<file path="src/rtl/trap_ctrl.sv">
// trap_ctrl: sequences privilege-transfer events (exceptions, interrupts, MRET/SRET).
//
// One event is captured while idle. The sequencer then drains the pipeline,
// commits the CSR update with a single pulse, and redirects fetch.
//
// Ports:
//   clk, rstn            core clock, synchronous active-low reset
//   exc_*                synchronous exception request, cause, tval and faulting PC
//   irq_pend             pending-and-enabled interrupt bits (mip & mie)
//   mret_req, sret_req   xRET retiring
//   prv_cur, mstatus_*   current privilege and status fields used for
//                        enable checks and return privilege
//   medeleg, mideleg     delegation masks
//   mtvec/stvec          trap vectors
//   mepc/sepc            return PCs
//   flush_req/flush_ack  pipeline drain handshake
//   busy                 sequencer active; upstream stalls and holds requests
//   trap_wr + trap_*     one-cycle CSR trap commit and its values
//   ret_wr, ret_is_m     one-cycle xRET status update
//   prv_nxt              new privilege, valid with trap_wr or ret_wr
//   redirect_valid/pc    one-cycle PC load
module trap_ctrl #(
  parameter int XLEN  = 32,
  parameter int IRQ_W = 12
) (
  input  logic              clk,
  input  logic              rstn,
  input  logic              exc_req,
  input  logic [XLEN-1:0]   exc_cause,
  input  logic [XLEN-1:0]   exc_val,
  input  logic [XLEN-1:0]   exc_pc,
  input  logic [IRQ_W-1:0]  irq_pend,
  input  logic              mret_req,
  input  logic              sret_req,
  input  logic [1:0]        prv_cur,
  input  logic              mstatus_mie,
  input  logic              mstatus_sie,
  input  logic [1:0]        mstatus_mpp,
  input  logic              mstatus_spp,
  input  logic [15:0]       medeleg,
  input  logic [IRQ_W-1:0]  mideleg,
  input  logic [XLEN-1:0]   mtvec,
  input  logic [XLEN-1:0]   stvec,
  input  logic [XLEN-1:0]   mepc,
  input  logic [XLEN-1:0]   sepc,
  output logic              flush_req,
  input  logic              flush_ack,
  output logic              busy,
  output logic              trap_wr,
  output logic [1:0]        trap_prv,
  output logic [XLEN-1:0]   trap_epc,
  output logic [XLEN-1:0]   trap_cause,
  output logic [XLEN-1:0]   trap_tval,
  output logic              ret_wr,
  output logic              ret_is_m,
  output logic [1:0]        prv_nxt,
  output logic              redirect_valid,
  output logic [XLEN-1:0]   redirect_pc
);

  typedef enum logic [1:0] {IDLE, FLUSH, COMMIT, REDIRECT} state_t;

  // Interrupt number held in each priority slot, slot 0 is the most urgent.
  function automatic int irq_idx(input int slot);
    case (slot)
      0:       return 11;
      1:       return 3;
      2:       return 7;
      3:       return 9;
      4:       return 1;
      default: return 5;
    endcase
  endfunction

  state_t state_reg, state_next;

  logic             is_trap_reg, is_irq_reg, ret_is_m_reg;
  logic [1:0]       trap_prv_reg, prv_nxt_reg;
  logic [XLEN-1:0]  trap_epc_reg, trap_cause_reg, trap_tval_reg, redirect_pc_reg;

  // Per-slot: pending, enabled under its resolved target, and that target.
  logic [5:0] irq_take;
  logic [5:0] irq_to_s;

  genvar gi;
  generate
    for (gi = 0; gi < 6; gi++) begin : g_irq
      localparam int IDX = irq_idx(gi);
      logic to_s;
      logic en;
      always_comb begin
        to_s = mideleg[IDX] && (prv_cur <= 2'd1);
        if (to_s)
          en = (prv_cur == 2'd0) || ((prv_cur == 2'd1) && mstatus_sie);
        else
          en = (prv_cur != 2'd3) || mstatus_mie;
      end
      assign irq_take[gi] = irq_pend[IDX] && en;
      assign irq_to_s[gi] = to_s;
    end
  endgenerate

  // Non-standard interrupt lines are deliberately ignored.
  logic unused_bits;
  assign unused_bits = &{1'b0, irq_pend, mideleg};

  logic       irq_any, irq_sel_s;
  logic [3:0] irq_sel;

  always_comb begin
    irq_any   = |irq_take;
    irq_sel   = 4'd0;
    irq_sel_s = 1'b0;
    // Walk from lowest to highest priority so the most urgent slot wins.
    for (int k = 5; k >= 0; k--) begin
      if (irq_take[k]) begin
        irq_sel   = 4'(irq_idx(k));
        irq_sel_s = irq_to_s[k];
      end
    end
  end

  logic exc_to_s;
  assign exc_to_s = medeleg[exc_cause[3:0]] && (prv_cur != 2'd3);

  logic capture;
  assign capture = (state_reg == IDLE) && (exc_req || irq_any || mret_req || sret_req);

  // Redirect target, evaluated while in COMMIT.
  logic [XLEN-1:0] tvec_sel, tvec_base, vec_off, pc_next;

  always_comb begin
    tvec_sel  = (trap_prv_reg == 2'd1) ? stvec : mtvec;
    tvec_base = {tvec_sel[XLEN-1:2], 2'b00};
    vec_off   = {{(XLEN-6){1'b0}}, trap_cause_reg[3:0], 2'b00};
    if (is_trap_reg) begin
      if ((tvec_sel[1:0] == 2'b01) && is_irq_reg)
        pc_next = tvec_base + vec_off;
      else
        pc_next = tvec_base;
    end else begin
      pc_next = ret_is_m_reg ? mepc : sepc;
    end
  end

  always_comb begin
    state_next = state_reg;
    case (state_reg)
      IDLE:     if (capture) state_next = FLUSH;
      FLUSH:    if (flush_ack) state_next = COMMIT;
      COMMIT:   state_next = REDIRECT;
      REDIRECT: state_next = IDLE;
      default:  state_next = IDLE;
    endcase
  end

  always_ff @(posedge clk) begin
    if (!rstn) begin
      state_reg       <= IDLE;
      is_trap_reg     <= 1'b0;
      is_irq_reg      <= 1'b0;
      ret_is_m_reg    <= 1'b0;
      trap_prv_reg    <= 2'd0;
      prv_nxt_reg     <= 2'd0;
      trap_epc_reg    <= '0;
      trap_cause_reg  <= '0;
      trap_tval_reg   <= '0;
      redirect_pc_reg <= '0;
    end else begin
      state_reg <= state_next;
      if (capture) begin
        if (exc_req) begin
          is_trap_reg    <= 1'b1;
          is_irq_reg     <= 1'b0;
          trap_prv_reg   <= exc_to_s ? 2'd1 : 2'd3;
          prv_nxt_reg    <= exc_to_s ? 2'd1 : 2'd3;
          trap_cause_reg <= exc_cause;
          trap_tval_reg  <= exc_val;
          trap_epc_reg   <= exc_pc;
        end else if (irq_any) begin
          is_trap_reg    <= 1'b1;
          is_irq_reg     <= 1'b1;
          trap_prv_reg   <= irq_sel_s ? 2'd1 : 2'd3;
          prv_nxt_reg    <= irq_sel_s ? 2'd1 : 2'd3;
          trap_cause_reg <= {1'b1, {(XLEN-5){1'b0}}, irq_sel};
          trap_tval_reg  <= '0;
          trap_epc_reg   <= exc_pc;
        end else begin
          // xRET: trap_* registers are left alone, only return data latched.
          is_trap_reg  <= 1'b0;
          is_irq_reg   <= 1'b0;
          ret_is_m_reg <= mret_req;
          prv_nxt_reg  <= mret_req ? mstatus_mpp : {1'b0, mstatus_spp};
        end
      end
      if (state_reg == COMMIT)
        redirect_pc_reg <= pc_next;
    end
  end

  assign busy           = (state_reg != IDLE);
  assign flush_req      = (state_reg == FLUSH);
  assign trap_wr        = (state_reg == COMMIT) && is_trap_reg;
  assign ret_wr         = (state_reg == COMMIT) && !is_trap_reg;
  assign redirect_valid = (state_reg == REDIRECT);
  assign trap_prv       = trap_prv_reg;
  assign trap_epc       = trap_epc_reg;
  assign trap_cause     = trap_cause_reg;
  assign trap_tval      = trap_tval_reg;
  assign ret_is_m       = ret_is_m_reg;
  assign prv_nxt        = prv_nxt_reg;
  assign redirect_pc    = redirect_pc_reg;

endmodule
</file>
<file path="config.mk">
export PLATFORM = sky130hd
export DESIGN_NAME = trap_ctrl
export DESIGN_NICKNAME = d
export VERILOG_FILES = /design/src/rtl/trap_ctrl.sv
export SDC_FILE = /design/constraint.sdc
export NUM_CORES = 1
export LEC_CHECK = 0
export BUFFER_PORTS_ARGS = -buffer_cell sky130_fd_sc_hd__buf_2
export CAP_MARGIN = 20
export CORE_AREA = 2 2 161 163
export DETAILED_ROUTE_END_ITERATION = 8
export DIE_AREA = 0 0 163 165
export MAX_ROUTING_LAYER = met4
export PLACE_DENSITY_LB_ADDON = 0.3
export SYNTH_ARGS = -nofsm -noshare
export SYNTH_HDL_FRONTEND = slang
export SYNTH_SLANG_ARGS = --single-unit
</file>
<file path="constraint.sdc">
create_clock -name clk -period 4.7 [get_ports clk]
set_input_delay 0.235 -clock clk [delete_from_list [all_inputs] [get_ports clk]]
set_output_delay 0.235 -clock clk [all_outputs]
set_load 0.02 [all_outputs]
</file>
# == Word-level counts from Yosys, hierarchy flattened ==
# Cells that the tools add are included.
# op_classes
muxes,43
eq_ne,9
addsub,1
reduce_logical,32
n_lt_le_gt_ge,2
n_bitwise,2
# ops
op,count
32-bit two-way mux,10
32-bit by 6-bit adder with 32-bit output,1
4-bit two-way mux,5
1-bit logical AND,18
2-bit two-way mux,9
1-bit two-way mux,16
"2-bit by 1-bit == test with 1-bit output, second input constant",4
2-bit one-hot mux with 4 select lines,1
6-bit OR reduction,1
1-bit logical OR,5
"4-bit by 5-bit < comparator with 1-bit output, second input constant",1
1-bit binary-select mux with 4-bit select,1
"2-bit == test, second input constant",2
2-bit logical NOT,2
"2-bit inequality test, second input constant",2
2-bit AND reduction,2
2-bit nonzero test,2
3-bit two-way mux,1
3-bit AND reduction,1
"2-bit by 1-bit less-or-equal comparator with 1-bit output, second input constant",1
"2-bit by 1-bit inequality test with 1-bit output, second input constant",1
1-bit NOT,2
1-bit logical NOT,1
# word_totals
reg_bits,137
elab_cells,99

# == Longest topological paths before layout ==
# depth
depth_word,14
mapped_depth,15

# == Worst setup path before layout ==
# Ideal clock, no wire load.
# synth_path
path_type,register to register
start,register trap_prv_reg[1] (netlist: trap_prv[1])
end,register redirect_pc_reg[11] (netlist: redirect_pc[11])
setup_slack_ns,1.216
path_stages_with_launch,15
period_less_slack_ns,3.484
t_arrival_ns,3.352
t_required_ns,4.568
path_cell_list,dfxtp_1 -> nand2b_4 -> buf_6 -> buf_4 -> buf_4 -> buf_4 -> mux2i_1 -> inv_1 -> ha_1 -> a211oi_1 -> o21bai_1 -> nand3_2 -> or4_1 -> a31oi_1 -> o22ai_1
# synth_between
elab_chain_len,6
# synth_lines
item,line_no,source
start: declaration,78,"logic [1:0] trap_prv_reg, prv_nxt_reg;"
start signal: assignment,175,trap_prv_reg <= exc_to_s ? 2'd1 : 2'd3;
start signal: assignment,183,trap_prv_reg <= irq_sel_s ? 2'd1 : 2'd3;
2-bit by 1-bit == test with 1-bit output (*),133,tvec_sel = (trap_prv_reg == 2'd1) ? stvec : mtvec;
32-bit two-way mux (*),133,
"parallel branches: the longest is 2 deep, another holds 32-bit by 6-bit adder with 32-bit output",--,
32-bit two-way mux (*),137,if ((tvec_sel[1:0] == 2'b01) && is_irq_reg)
32-bit two-way mux (*),136,if (is_trap_reg) begin
end signal: assignment,197,redirect_pc_reg <= pc_next;
end: declaration,79,"logic [XLEN-1:0] trap_epc_reg, trap_cause_reg, trap_tval_reg, redirect_pc_reg;"
# Every way passes the cells marked *.
# A chain may end at the register's enable or synchronous reset.

# == Worst setup path in the final report ==
# layout_path
start,register trap_prv_reg[0] (netlist: trap_prv[0])
end,register redirect_pc_reg[26] (netlist: redirect_pc[26])
# Same word-level chain as after synthesis.

==> out/qor.csv <==
stage;metric;value;unit
power_and_ir_drop;net load switching power;2.42;mW
drt;via count;7888;
clock_tree;CTS HTree Levels;4;
worst_setup_path;endpoint class of the critical path;flop;
final_layout;share of layout cells above drive strength 1;38.9;%
worst_setup_path;startpoint types;flop;
yosys;number of synthesized flops with an enable pin;0;
clock_tree;post-cts resize count;0;
timing;final hold vios;0;
timing;worst slew pin tran;752;ps
floorplan;Die Wd;163;um
global_routing;pin count of the biggest net entering global routing;67;
drt;Pre-antenna DRT Iters;5;
floorplan;die height;165;um
yosys;async set or reset register ratio after synthesis;0;%
floorplan;Initial Util;29.4;%
global_routing;first-pass GRT wire length;41600;um
yosys;post-synthesis instance area;7350;sq um
floorplan;die area;26900;sq um
drt;post-DR wirelength/cell;18.2;um
worst_setup_path;crit-path max FO;19;
yosys;Main synth FF type;dfxtp_1;
drt;Avg Vias per Cell;5.07;
power_and_ir_drop;Peak VDD IR;274;uV
timing;Slew Limit Fails;0;
worst_setup_path;crit path DAT;3810;ps
floorplan;I/O Pins;415;
floorplan;std cell rows;58;
power_and_ir_drop;internal power;3.07;mW
drt;DRT iter0 DRCs;440;
clock_tree;deepest clock path buffer count;2;
clock_tree;clock sinks;137;
timing;highest clock rate;285;MHz
timing;Final setup viols;0;
timing;final period utilization;74.8;%
yosys;mean post-synth cell area;8.76;sq um
drt;DR DRC count;0;
timing;RSZ-0062 raised after global routing;false;
outcome;outcome;completed;
power_and_ir_drop;Leakage;4.85;nW
clock_tree;hold buffer count at CTS;0;
power_and_ir_drop;Switching Fraction;44.0;%
clock_tree;Root Buffer;clkbuf_16;
clock_tree;CTS tree;yes;
clock_tree;Num CTS Buffers;17;
yosys;post-synth cell types;74;
power_and_ir_drop;Cell Pwr Density;541;nW/um^2
clock_tree;Clock Pin Slew Worst Setup and Hold Paths;80;ps
drt;post-route ant nets;0;
timing;TNS Setup;0;ps
final_layout;Area growth syn-to-layout;37.9;%
timing;min cycle time layout;3510;ps
clock_tree;Post-CTS Setup Inserts;0;
place;I/O Buffers;402;
worst_setup_path;CP required;5000;ps
timing;hold_ws;40.5;ps
place;DP Wirelength;21500;um
job;number of max-cap violations;0;
yosys;sequential area share after synthesis;37.3;%
yosys;#FFs+latches synth;137;
global_routing;GR Overflow Total;0;
final_layout;FILL cells;2615;
power_and_ir_drop;combinational power share;46.2;%
yosys;Post-Synthesis Cells;839;
yosys;synth warn;0;
hold_path;worst min-delay path class;in2reg;
power_and_ir_drop;Clk network pwr share;24.0;%
yosys;syn nets;1126;
worst_setup_path;WS Path Type;reg2reg;
timing;clock skew;14.7;ps
global_routing;initial antenna violation count;1;
power_and_ir_drop;Reg power frac;29.8;%
floorplan;Core Box Area;25000;sq um
place;Placer Congestion;0.845;
clock_tree;Worst-Skew Late Latency;420;ps
drt;final WL;28300;um
global_routing;vias in the first global route;7564;
global_routing;All-Layer GR Usage;20.7;%
final_layout;Total Nets Final;1498;
timing;normalized max-slew margin;49.9;%
worst max-delay path: stages, from the launching register on:
cell and delay [ps]:
dfxtp_1 440, nor2b_2 170, buf_4 290, nand2_1 100, nand2_1 80, ha_1 180
inv_1 60, fa_1 380, nand2b_1 190, a21oi_1 320, nand4_2 240, nor3_2 530
nor4b_1 310, nor3_1 80
metal layers:
layer  share of wire, %  global-route usage [%]
met1                 42                    25.0
met2                 49                    34.7
met3                6.8                    4.14
met4                2.2                    6.92
met5                  0                       -
cell usage in the layout (no fill, tap or decap), types with 9 or more instances in the layout:
cell type,n
buf_2,402
dfxtp_1,136
nor2_1,133
mux2i_1,88
nand2_1,72
a22oi_1,60
o21ai_0,24
inv_1,20
nor3_1,20
a21oi_1,19
clkbuf_16,17
a211oi_1,14
a31oi_1,13
xor2_1,12
nand2b_1,10
buf_4,10
and3_1,9
ha_1,9
cell type report:
class                   count  area, sq um  share of cell area, %
clock buffers              17          425                   4.20
diodes                      1         2.50                 0.0247
repair buffers            412         2090                   20.6
well taps                 330          413                   4.07
clock inverters            15          150                   1.48
multi-input cells         621         4230                   41.7
inverters                  22         85.1                  0.839
flip-flops and latches    137         2740                   27.1
cell families after synthesis:
logic type,Yosys count,share of synthesized area [%]
buffers and inverters,81,5.39
AND/OR/NAND/NOR,300,19.6
XOR/XNOR,14,1.67
adder cells (fa/ha/maj),10,1.80
multiplexers,102,15.0
AO/OA/AOI/OAI,195,19.2
flip-flops,137,37.3
synth_stat cells (all sizes together) (3+ instances only):
library cell	n	area (sq um)
a211oi	14	105
a21o	3	22.5
a21oi	19	95.1
a221oi	8	70.1
a22oi	60	450
a311oi	3	26.3
a31oi	13	81.3
a32o	3	30.0
and3	9	56.3
and4	3	26.3
buf	24	183
clkbuf	35	131
dfxtp	137	2740
ha	9	113
inv	21	78.8
mux2	7	78.8
mux2i	90	908
mux4	5	113
nand2	72	270
nand2b	11	76.3
nand3	10	60.1
nand4	10	83.8
nand4bb	3	33.8
nor2	134	503
nor2b	8	50.1
nor3	21	110
nor3b	4	30.0
nor4b	6	80.1
o2111ai	3	26.3
o211ai	3	22.5
o21ai	30	165
o221ai	8	70.1
o22ai	3	18.8
o311ai	3	33.8
o31ai	3	22.5
xor2	12	105
per-stage QoR:
step | power [mW] | std cells | util [%] | cell area [sq um] | setup WS (ps)
floorplan | 3.44 | 839 | - | 7350 | 1220
global placement | 4.18 | 1522 | 38.2 | 9560 | 1290
detailed placement | 4.21 | 1522 | 38.2 | 9560 | 1210
CTS | 5.56 | 1554 | 40.5 | 10100 | 1180
global route | 5.85 | 1555 | 40.5 | 10100 | 906
finish | 5.49 | 1555 | 40.5 | 10100 | 1190
path summary, 6_finish.rpt:
check                 start              end  slack [ps]  depth (start not counted)
max             trap_prv[0]  redirect_pc[26]        1190                         13
min              exc_pc[18]     trap_epc[18]          40                          3
max reg2reg     trap_prv[0]  redirect_pc[26]        1190                         13
min reg2reg  redirect_pc[5]   redirect_pc[5]         470                          2
power groups by stage:
stage | registers [mW] | clock network (mW) | logic [mW]
after global routing | 1.67 | 1.41 | 2.77
after global placement | 1.65 | 0 | 2.53
final | 1.63 | 1.32 | 2.53
after floorplan | 1.95 | 0 | 1.49
after detailed placement | 1.66 | 0 | 2.55
after CTS | 1.64 | 1.37 | 2.56
No activity file was read; power rests on OpenSTA's default activity.
